===== src/rtl/dense_3_argmax_if.sv =====
// Score write stream and argmax result handshake between the dense_3 layer
// output and the argmax stage.
interface dense_3_argmax_if #(
  parameter int DATA_WIDTH = 16,
  parameter int IDX_WIDTH  = 8
);
  logic                  in_wr_en;
  logic [31:0]           in_wr_addr;
  logic [DATA_WIDTH-1:0] in_wr_data;
  logic                  result_valid;
  logic                  result_ready;
  logic [IDX_WIDTH-1:0]  class_idx;
  logic [DATA_WIDTH-1:0] class_score;

  modport master (
    output in_wr_en, in_wr_addr, in_wr_data, result_ready,
    input  result_valid, class_idx, class_score
  );

  modport slave (
    input  in_wr_en, in_wr_addr, in_wr_data, result_ready,
    output result_valid, class_idx, class_score
  );
endinterface


===== src/rtl/dense_3_argmax.sv =====
// Collects CLASS_NUM signed scores from dense_3, tracks the running maximum
// and presents the winning class with a valid/ready handshake.
module dense_3_argmax #(
  parameter int CLASS_NUM  = 43,
  parameter int DATA_WIDTH = 16,
  parameter int IDX_WIDTH  = 8
) (
  input  logic                  clk,
  input  logic                  rst_n,
  input  logic                  en,
  dense_3_argmax_if.slave       bus,
  input  logic [IDX_WIDTH-1:0]  score_rd_addr,
  output logic [DATA_WIDTH-1:0] score_rd_data,
  output logic                  addr_err,
  output logic                  busy
);

  localparam int          BUF_AW      = (CLASS_NUM > 1) ? $clog2(CLASS_NUM) : 1;
  localparam logic [31:0] CLASS_LIMIT = 32'(CLASS_NUM);
  localparam logic [7:0]  LAST_COUNT  = 8'(CLASS_NUM - 1);

  typedef enum logic [1:0] {IDLE, COLLECT, RESULT, DONE} state_t;

  state_t                state;
  logic [7:0]            count;
  logic [DATA_WIDTH-1:0] score_buf [CLASS_NUM];
  logic                  wr_addr_ok;
  logic                  rd_addr_ok;
  logic                  wr_accept;

  assign wr_addr_ok = (bus.in_wr_addr < CLASS_LIMIT);
  assign rd_addr_ok = ({{(32-IDX_WIDTH){1'b0}}, score_rd_addr} < CLASS_LIMIT);
  assign wr_accept  = en && (state == COLLECT) && bus.in_wr_en && wr_addr_ok;
  assign busy       = (state == COLLECT);

  // Score storage has no reset; stale contents are never read as a result.
  always_ff @(posedge clk) begin
    if (wr_accept) begin
      score_buf[bus.in_wr_addr[BUF_AW-1:0]] <= bus.in_wr_data;
    end
  end

  always_ff @(posedge clk or negedge rst_n) begin
    if (!rst_n) begin
      score_rd_data <= '0;
    end else if (rd_addr_ok) begin
      score_rd_data <= score_buf[score_rd_addr[BUF_AW-1:0]];
    end else begin
      score_rd_data <= '0;
    end
  end

  // Dropping en from any state abandons the inference and clears the result.
  always_ff @(posedge clk or negedge rst_n) begin
    if (!rst_n) begin
      state            <= IDLE;
      count            <= '0;
      addr_err         <= 1'b0;
      bus.result_valid <= 1'b0;
      bus.class_idx    <= '0;
      bus.class_score  <= '0;
    end else if (!en) begin
      state            <= IDLE;
      count            <= '0;
      addr_err         <= 1'b0;
      bus.result_valid <= 1'b0;
      bus.class_idx    <= '0;
      bus.class_score  <= '0;
    end else begin
      case (state)
        IDLE: begin
          state <= COLLECT;
        end
        COLLECT: begin
          if (bus.in_wr_en && !wr_addr_ok) begin
            addr_err <= 1'b1;
          end
          if (wr_accept) begin
            count <= count + 8'd1;
            // Strict compare so a tie keeps the earlier-accepted class.
            if ((count == 8'd0) ||
                ($signed(bus.in_wr_data) > $signed(bus.class_score))) begin
              bus.class_idx   <= bus.in_wr_addr[IDX_WIDTH-1:0];
              bus.class_score <= bus.in_wr_data;
            end
            if (count == LAST_COUNT) begin
              state            <= RESULT;
              bus.result_valid <= 1'b1;
            end
          end
        end
        RESULT: begin
          if (bus.result_ready) begin
            state            <= DONE;
            bus.result_valid <= 1'b0;
          end
        end
        DONE: begin
          state <= DONE;
        end
        default: begin
          state <= IDLE;
        end
      endcase
    end
  end

endmodule


===== src/flat_wrapper.sv =====
// flat-port wrapper written by rule: the top's interface ports become plain ports
module dense_3_argmax_flat 
#(
  parameter int CLASS_NUM  = 43,
  parameter int DATA_WIDTH = 16,
  parameter int IDX_WIDTH  = 8
)
  (clk, rst_n, en, score_rd_addr, score_rd_data, addr_err, busy, bus_in_wr_en, bus_in_wr_addr, bus_in_wr_data, bus_result_ready, bus_result_valid, bus_class_idx, bus_class_score);
  dense_3_argmax_if #(.DATA_WIDTH(DATA_WIDTH), .IDX_WIDTH(IDX_WIDTH)) bus_i ();
  input  logic clk;
  input  logic rst_n;
  input  logic en;
  input  logic [IDX_WIDTH-1:0] score_rd_addr;
  output logic [DATA_WIDTH-1:0] score_rd_data;
  output logic addr_err;
  output logic busy;
  input wire logic [$bits(bus_i.in_wr_en)-1:0] bus_in_wr_en;
  input wire logic [$bits(bus_i.in_wr_addr)-1:0] bus_in_wr_addr;
  input wire logic [$bits(bus_i.in_wr_data)-1:0] bus_in_wr_data;
  input wire logic [$bits(bus_i.result_ready)-1:0] bus_result_ready;
  output wire logic [$bits(bus_i.result_valid)-1:0] bus_result_valid;
  output wire logic [$bits(bus_i.class_idx)-1:0] bus_class_idx;
  output wire logic [$bits(bus_i.class_score)-1:0] bus_class_score;
  assign bus_i.in_wr_en = bus_in_wr_en;
  assign bus_i.in_wr_addr = bus_in_wr_addr;
  assign bus_i.in_wr_data = bus_in_wr_data;
  assign bus_i.result_ready = bus_result_ready;
  assign bus_result_valid = bus_i.result_valid;
  assign bus_class_idx = bus_i.class_idx;
  assign bus_class_score = bus_i.class_score;
  dense_3_argmax #(.CLASS_NUM(CLASS_NUM), .DATA_WIDTH(DATA_WIDTH), .IDX_WIDTH(IDX_WIDTH)) u_core (.clk(clk), .rst_n(rst_n), .en(en), .bus(bus_i), .score_rd_addr(score_rd_addr), .score_rd_data(score_rd_data), .addr_err(addr_err), .busy(busy));
endmodule

===== config.mk =====
export PLATFORM = sky130hd
export DESIGN_NAME = dense_3_argmax_flat
export DESIGN_NICKNAME = d
export VERILOG_FILES = /design/src/rtl/dense_3_argmax_if.sv /design/src/rtl/dense_3_argmax.sv /design/src/flat_wrapper.sv
export SDC_FILE = /design/constraint.sdc
export NUM_CORES = 1
export LEC_CHECK = 0
export BUFFER_PORTS_ARGS = -buffer_cell sky130_fd_sc_hd__buf_2
export CORE_MARGIN = 4
export CORE_UTILIZATION = 57
export CTS_CLUSTER_SIZE = 14
export DETAILED_ROUTE_END_ITERATION = 8
export HOLD_SLACK_MARGIN = 0.06
export PLACE_DENSITY_LB_ADDON = 0.05
export SYNTH_ARGS = -nofsm -noshare
export SYNTH_HDL_FRONTEND = slang
export SYNTH_SLANG_ARGS = --single-unit

===== constraint.sdc =====
create_clock -name clk -period 3.7 [get_ports clk]
set_input_delay 0.74 -clock clk [delete_from_list [all_inputs] [get_ports clk]]
set_output_delay 0.74 -clock clk [all_outputs]
set_load 0.01 [all_outputs]

; ---- Word level (Yosys, flattened, before mapping)
; Memories as Yosys holds them, arrays and structs flattened.
; Cells that the tools add are included.
[totals]
reg_bits = 52
ramBits = 688
out_inout_bits = 43
wordCells = 64
n_memories = 1
[classes]
n_addsub = 1
magnitude_cmp = 3
n_eq_ne = 12
n_mux = 27
reduce_logical = 13
[memory_table]
columns = memory, words, word_bits, rd, rd_clocked_by_memory_dff, write_ports, line_no
row1 = u_core.score_buf, 43, 16, 1, 0, 1, dense_3_argmax.sv:26  ; logic [DATA_WIDTH-1:0] score_buf [CLASS_NUM];
[ops]
columns = operator, n
row1 = 16-bit 2-to-1 mux, 5
row2 = 8-bit 2-to-1 mux, 7
row3 = 32-bit by 6-bit < comparator with 1-bit output (second input constant), 1
row4 = 16-bit > comparator, 1
row5 = 1-bit 2-to-1 mux, 9
row6 = 8-bit by 1-bit adder with 8-bit output (second input constant), 1
row7 = 8-bit by 6-bit equality test with 1-bit output (second input constant), 1
row8 = 8-bit zero test, 1
row9 = 8-bit by 6-bit < comparator with 1-bit output (second input constant), 1
row10 = 2-bit 2-to-1 mux, 4
row11 = 2-bit by 1-bit inequality test with 1-bit output (second input constant), 4
row12 = 2-bit case mux with 4 select lines, 1
row13 = 3-bit by 2-bit inequality test with 1-bit output (second input constant), 2
row14 = 3-bit AND reduction, 2
row15 = 2-bit equality test (second input constant), 2
row16 = 1-bit logical AND, 4
row17 = 2-bit AND reduction, 2
row18 = 4-bit AND reduction, 1
row19 = 3-bit by 1-bit inequality test with 1-bit output (second input constant), 1
row20 = 3-bit inequality test (second input constant), 1
row21 = 2-bit by 1-bit equality test with 1-bit output (second input constant), 1
row22 = 2-bit zero test, 1
row23 = 1-bit case mux with 2 select lines, 1
row24 = 1-bit zero test, 1
row25 = 1-bit logical OR, 1

; ---- Logic depth before layout (Yosys ltp)
[logic_depth]
ltp_word = 7
ltp_mapped = 10
depth_no_buf = 8

; ---- Least setup slack after synthesis
; OpenSTA, ideal clock, no wires.
[synth_timing]
path_kind = input -> register
start = input port bus_in_wr_addr[18]
end = memory u_core.score_buf[31][0] (enable)
arrival_ps = 3159
required_time_ps = 3312
path_slack_ps = 152
stages = 7
cell_sequence = nor4_1 > nand3_1 > or3_4 > or3_4 > or4_1 > clkbuf_1 > nor2_1
[synth_between]
elab_chain_len = 4
[synth_rtl]
columns = item, line_no
row1 = "start, declared", flat_wrapper.sv:18  ; input wire logic [$bits(bus_i.in_wr_addr)-1:0] bus_in_wr_addr;
row2 = 32-bit by 6-bit < comparator with 1-bit output, dense_3_argmax.sv:31  ; assign wr_addr_ok = (bus.in_wr_addr < CLASS_LIMIT);
row3 = 1-bit logical AND, dense_3_argmax.sv:33  ; assign wr_accept = en && (state == COLLECT) && bus.in_wr_en && wr_addr_ok;
row4 = 1-bit 2-to-1 mux, dense_3_argmax.sv:38  ; if (wr_accept) begin
row5 = 1-bit 2-to-1 mux (not written as such), dense_3_argmax.sv:39  ; score_buf[bus.in_wr_addr[BUF_AW-1:0]] <= bus.in_wr_data;
row6 = "end, declared", dense_3_argmax.sv:26
; Every way passes these cells.

; ---- Final worst setup path
[layout_timing]
start = input port bus_in_wr_addr[18]
end = memory u_core.score_buf[27][6] (enable)
; The elaborated chain is that of the path after synthesis.

==> results.md <==
- Cell accounting for the most synthesized area: edfxtp_1
- Gate power share: 0.052
- Drc violations: 0
- Wirelength per Cell: 29.5 um
- CTS hold repair buffers: 0
- 1st-iter DRT viols: 1838
- Critical path class: in -> reg
- Element type at the critical path start: primary input
- Final slew viol count: 0
- Cell count after synthesis: 1445
- Hold crit path type: in -> async
- CP Data Arrival Time: 3280 ps
- Max_cap viols: 0
- Mapped cell area: 29300 um^2
- Final Hold Vio Count: 0
- Worst Slack Setup Final: 696 ps
- Routed wire length: 70.1 mm
- Sinks on the clock net: 740
- Buffers and inverters on the worst path: 2
- Antenna violations before repair: 4
- Unrepaired setup endpoints after global routing: false
- 1st-pass router iterations: 6
- Worst Clk Skew: 12.2 ps
- Worst reg-to-reg path cell count: 6
- Final period utilization: 0.812
- Die width: 235 um
- Worst VDD drop: 0.429 mV
- Total negative slack: 0 ps
- Die Footprint: 55100 um^2
- Vias/cell: 6.30
- Worst path slowest cell: or4_1
- Asr flop ratio synth: 0.0703
- Switching Fraction: 0.203
- First-pass GRT wire length: 103 mm
- Crit path largest cell delay: 640 ps
- Max transition margin: 0.345
- Post-synth EDFFs: 688
- Pwr per Cell Area: 514 nW/um^2
- Port Buf Inserts: 103
- Clock Latency Late Sink: 600 ps
- Fin util: 0.667
- Internal power: 0.0138 W
- Fin nets: 1725
- Diode count: 0
- Most frequent cell after synthesis: edfxtp_1
- Register-to-Register Setup Slack: 920 ps
- GRT overflow: 0
- Ratio of cells with drive above 1 in the final layout: 0.309
- Largest net degree at the start of global routing: 62
- Die H: 235 um
- Total track usage: 0.257
- CP Data Required Time: 3970 ps
- Syn Nets: 1525
- Post-cts sizing count: 0
- Synth-to-Final Area Change: 15.0%
- Mapped Avg Cell Area: 20.3 um^2
- Post-CTS Setup Inserts: 0
- Clock Tree Buf Depth: 3
- Share of power burned in registers: 0.529
- Via Count: 15000
- Total CTS buffers: 75
- Row cnt: 82
- CTS tree: done
- Setup WS pre-CTS: 107 ps
- CORE AREA: 50500 um^2
- Commonest cells post-synth: edfxtp_1 (688), mux4_2 (192), nor2_1 (66)
- H-tree depth: 3
- #FFs+latches synth: 740
- Vias in the first global route: 15100
- Slew @ Worst Pin: 982 ps
- Reg2reg end: u_core.bus.class_idx[0]$_DFFE_PN0P_
- P_sw: 0.00352 W
- Crit path time final: 3000 ps
- Post-synthesis sequential area ratio: 0.750
- Synth Flop Type: edfxtp_1
- Setup violators final: 0
- WHS: 297 ps
- Reg-to-reg startpoint: u_core.count[2]$_DFFE_PN0P_
- Worst-path cell chain: buf_2, nor4_1, nand3_1, or3_4, or3_4, or4_1, nor2_1, buf_4
- Most used cell, CP: or3_4
- Leak Pwr: 11.2 nW
- CTS root buffer: clkbuf_16
- Synth warn: 0
- Worst Path Max Fanout: 16
- Dpl hpwl: 43.4 mm
- Top cell family by delay on the critical path: simple AND/OR/NAND/NOR gates
- Antenna Nets Post-Route: 0
- Synth top area cells: edfxtp_1 (71%), mux4_2 (15%), dfrtp_1 (4.4%), mux2i_1 (1.2%), a211oi_1 (0.85%)
- Initial Util: 0.580
- I/O pin total: 104
- Status: completed
- Critical Path End Type: flop
- Synth top area share: 0.705
- Placer Congestion: 0.825
- Fmax: 333 MHz
- Clock power share: 0.420
- Clock slew at reported path FFs: 60 ps
- Distinct cells, synth: 49
worst max path at each step:
stage | start | slack [ps] | end | cells after the start
floorplan | bus_in_wr_addr[18] | 150 | u_core.score_buf[31][0]$_DFFE_PP_ | 7
global placement | bus_in_wr_addr[18] | 240 | u_core.score_buf[29][6]$_DFFE_PP_ | 8
detailed placement | bus_in_wr_addr[18] | 110 | u_core.score_buf[29][4]$_DFFE_PP_ | 8
CTS | bus_in_wr_addr[18] | 720 | u_core.score_buf[27][6]$_DFFE_PP_ | 8
global route | bus_in_wr_addr[18] | 620 | u_core.score_buf[25][7]$_DFFE_PP_ | 8
finish | bus_in_wr_addr[18] | 700 | u_core.score_buf[27][6]$_DFFE_PP_ | 8
through the flow:
stage	cells	power (W)	area (um^2)
6_report	2372	0.0173	33700
5_1_grt	2372	0.0179	33700
4_1_cts	2372	0.0174	33700
3_5_place_dp	2240	0.0102	31300
3_3_place_gp	2240	0.0102	31300
2_1_floorplan	1445	0.00979	29300
per-layer routing:
| layer | GRT usage | vias up | part of all wire |
|---|---|---|---|
| li1 | - | 6345 | - |
| met1 | 0.376 | 7839 | 0.41 |
| met2 | 0.407 | 671 | 0.48 |
| met3 | 0.0485 | 96 | 0.073 |
| met4 | 0.0721 | 0 | 0.029 |
| met5 | 0 | - | 0 |
state kept, by name (all words and copies together) (netlist names):
signal	cells
u_core.score_buf	688
u_core.bus.class_score	16
u_core.score_rd_data	16
u_core.bus.class_idx	8
u_core.count	8
u_core.state	2
u_core.addr_err	1
u_core.bus.result_valid	1
layout make-up:
type	instances	area [um^2]
sequential	740	22000
fill	3400	16800
multi-input combinational	596	6920
clock buffer	107	2110
timing repair buffer	206	1510
tap	672	841
clock inverter	25	240
inverter	26	97.6
cell families (layout without fill, tap and decap cells):
group	after synthesis	count (layout)	synth area share
compound gates	117	117	0.0257
flops	740	740	0.750
mux	226	226	0.159
fa+ha+maj	19	19	0.00811
xor+xnor	5	5	0.00149
simple gates	229	229	0.0398
buf+inv	109	364	0.0160
power groups by stage:
stage               logic, W  clock network, W  registers (W)
global route        0.000957           0.00776        0.00915
detailed placement  0.000905                 0        0.00933
global placement    0.000892                 0        0.00933
CTS                 0.000906           0.00738        0.00915
finish              0.000897           0.00727        0.00915
floorplan           0.000456                 0        0.00933
placed cells by master (no fill, tap or decap), types with 25 or more instances in the layout:
| master | n |
|---|---|
| buf_2 | 100 |
| nor2_1 | 45 |
| inv_1 | 26 |
| clkbuf_16 | 79 |
| a211oi_1 | 33 |
| nand2_1 | 53 |
| buf_4 | 88 |
| nand4_1 | 25 |
| mux4_2 | 192 |
| dfrtp_1 | 52 |
| clkbuf_1 | 25 |
| a21oi_1 | 27 |
| edfxtp_1 | 688 |
| mux2i_1 | 34 |
Power figures use the tool's default switching activity.
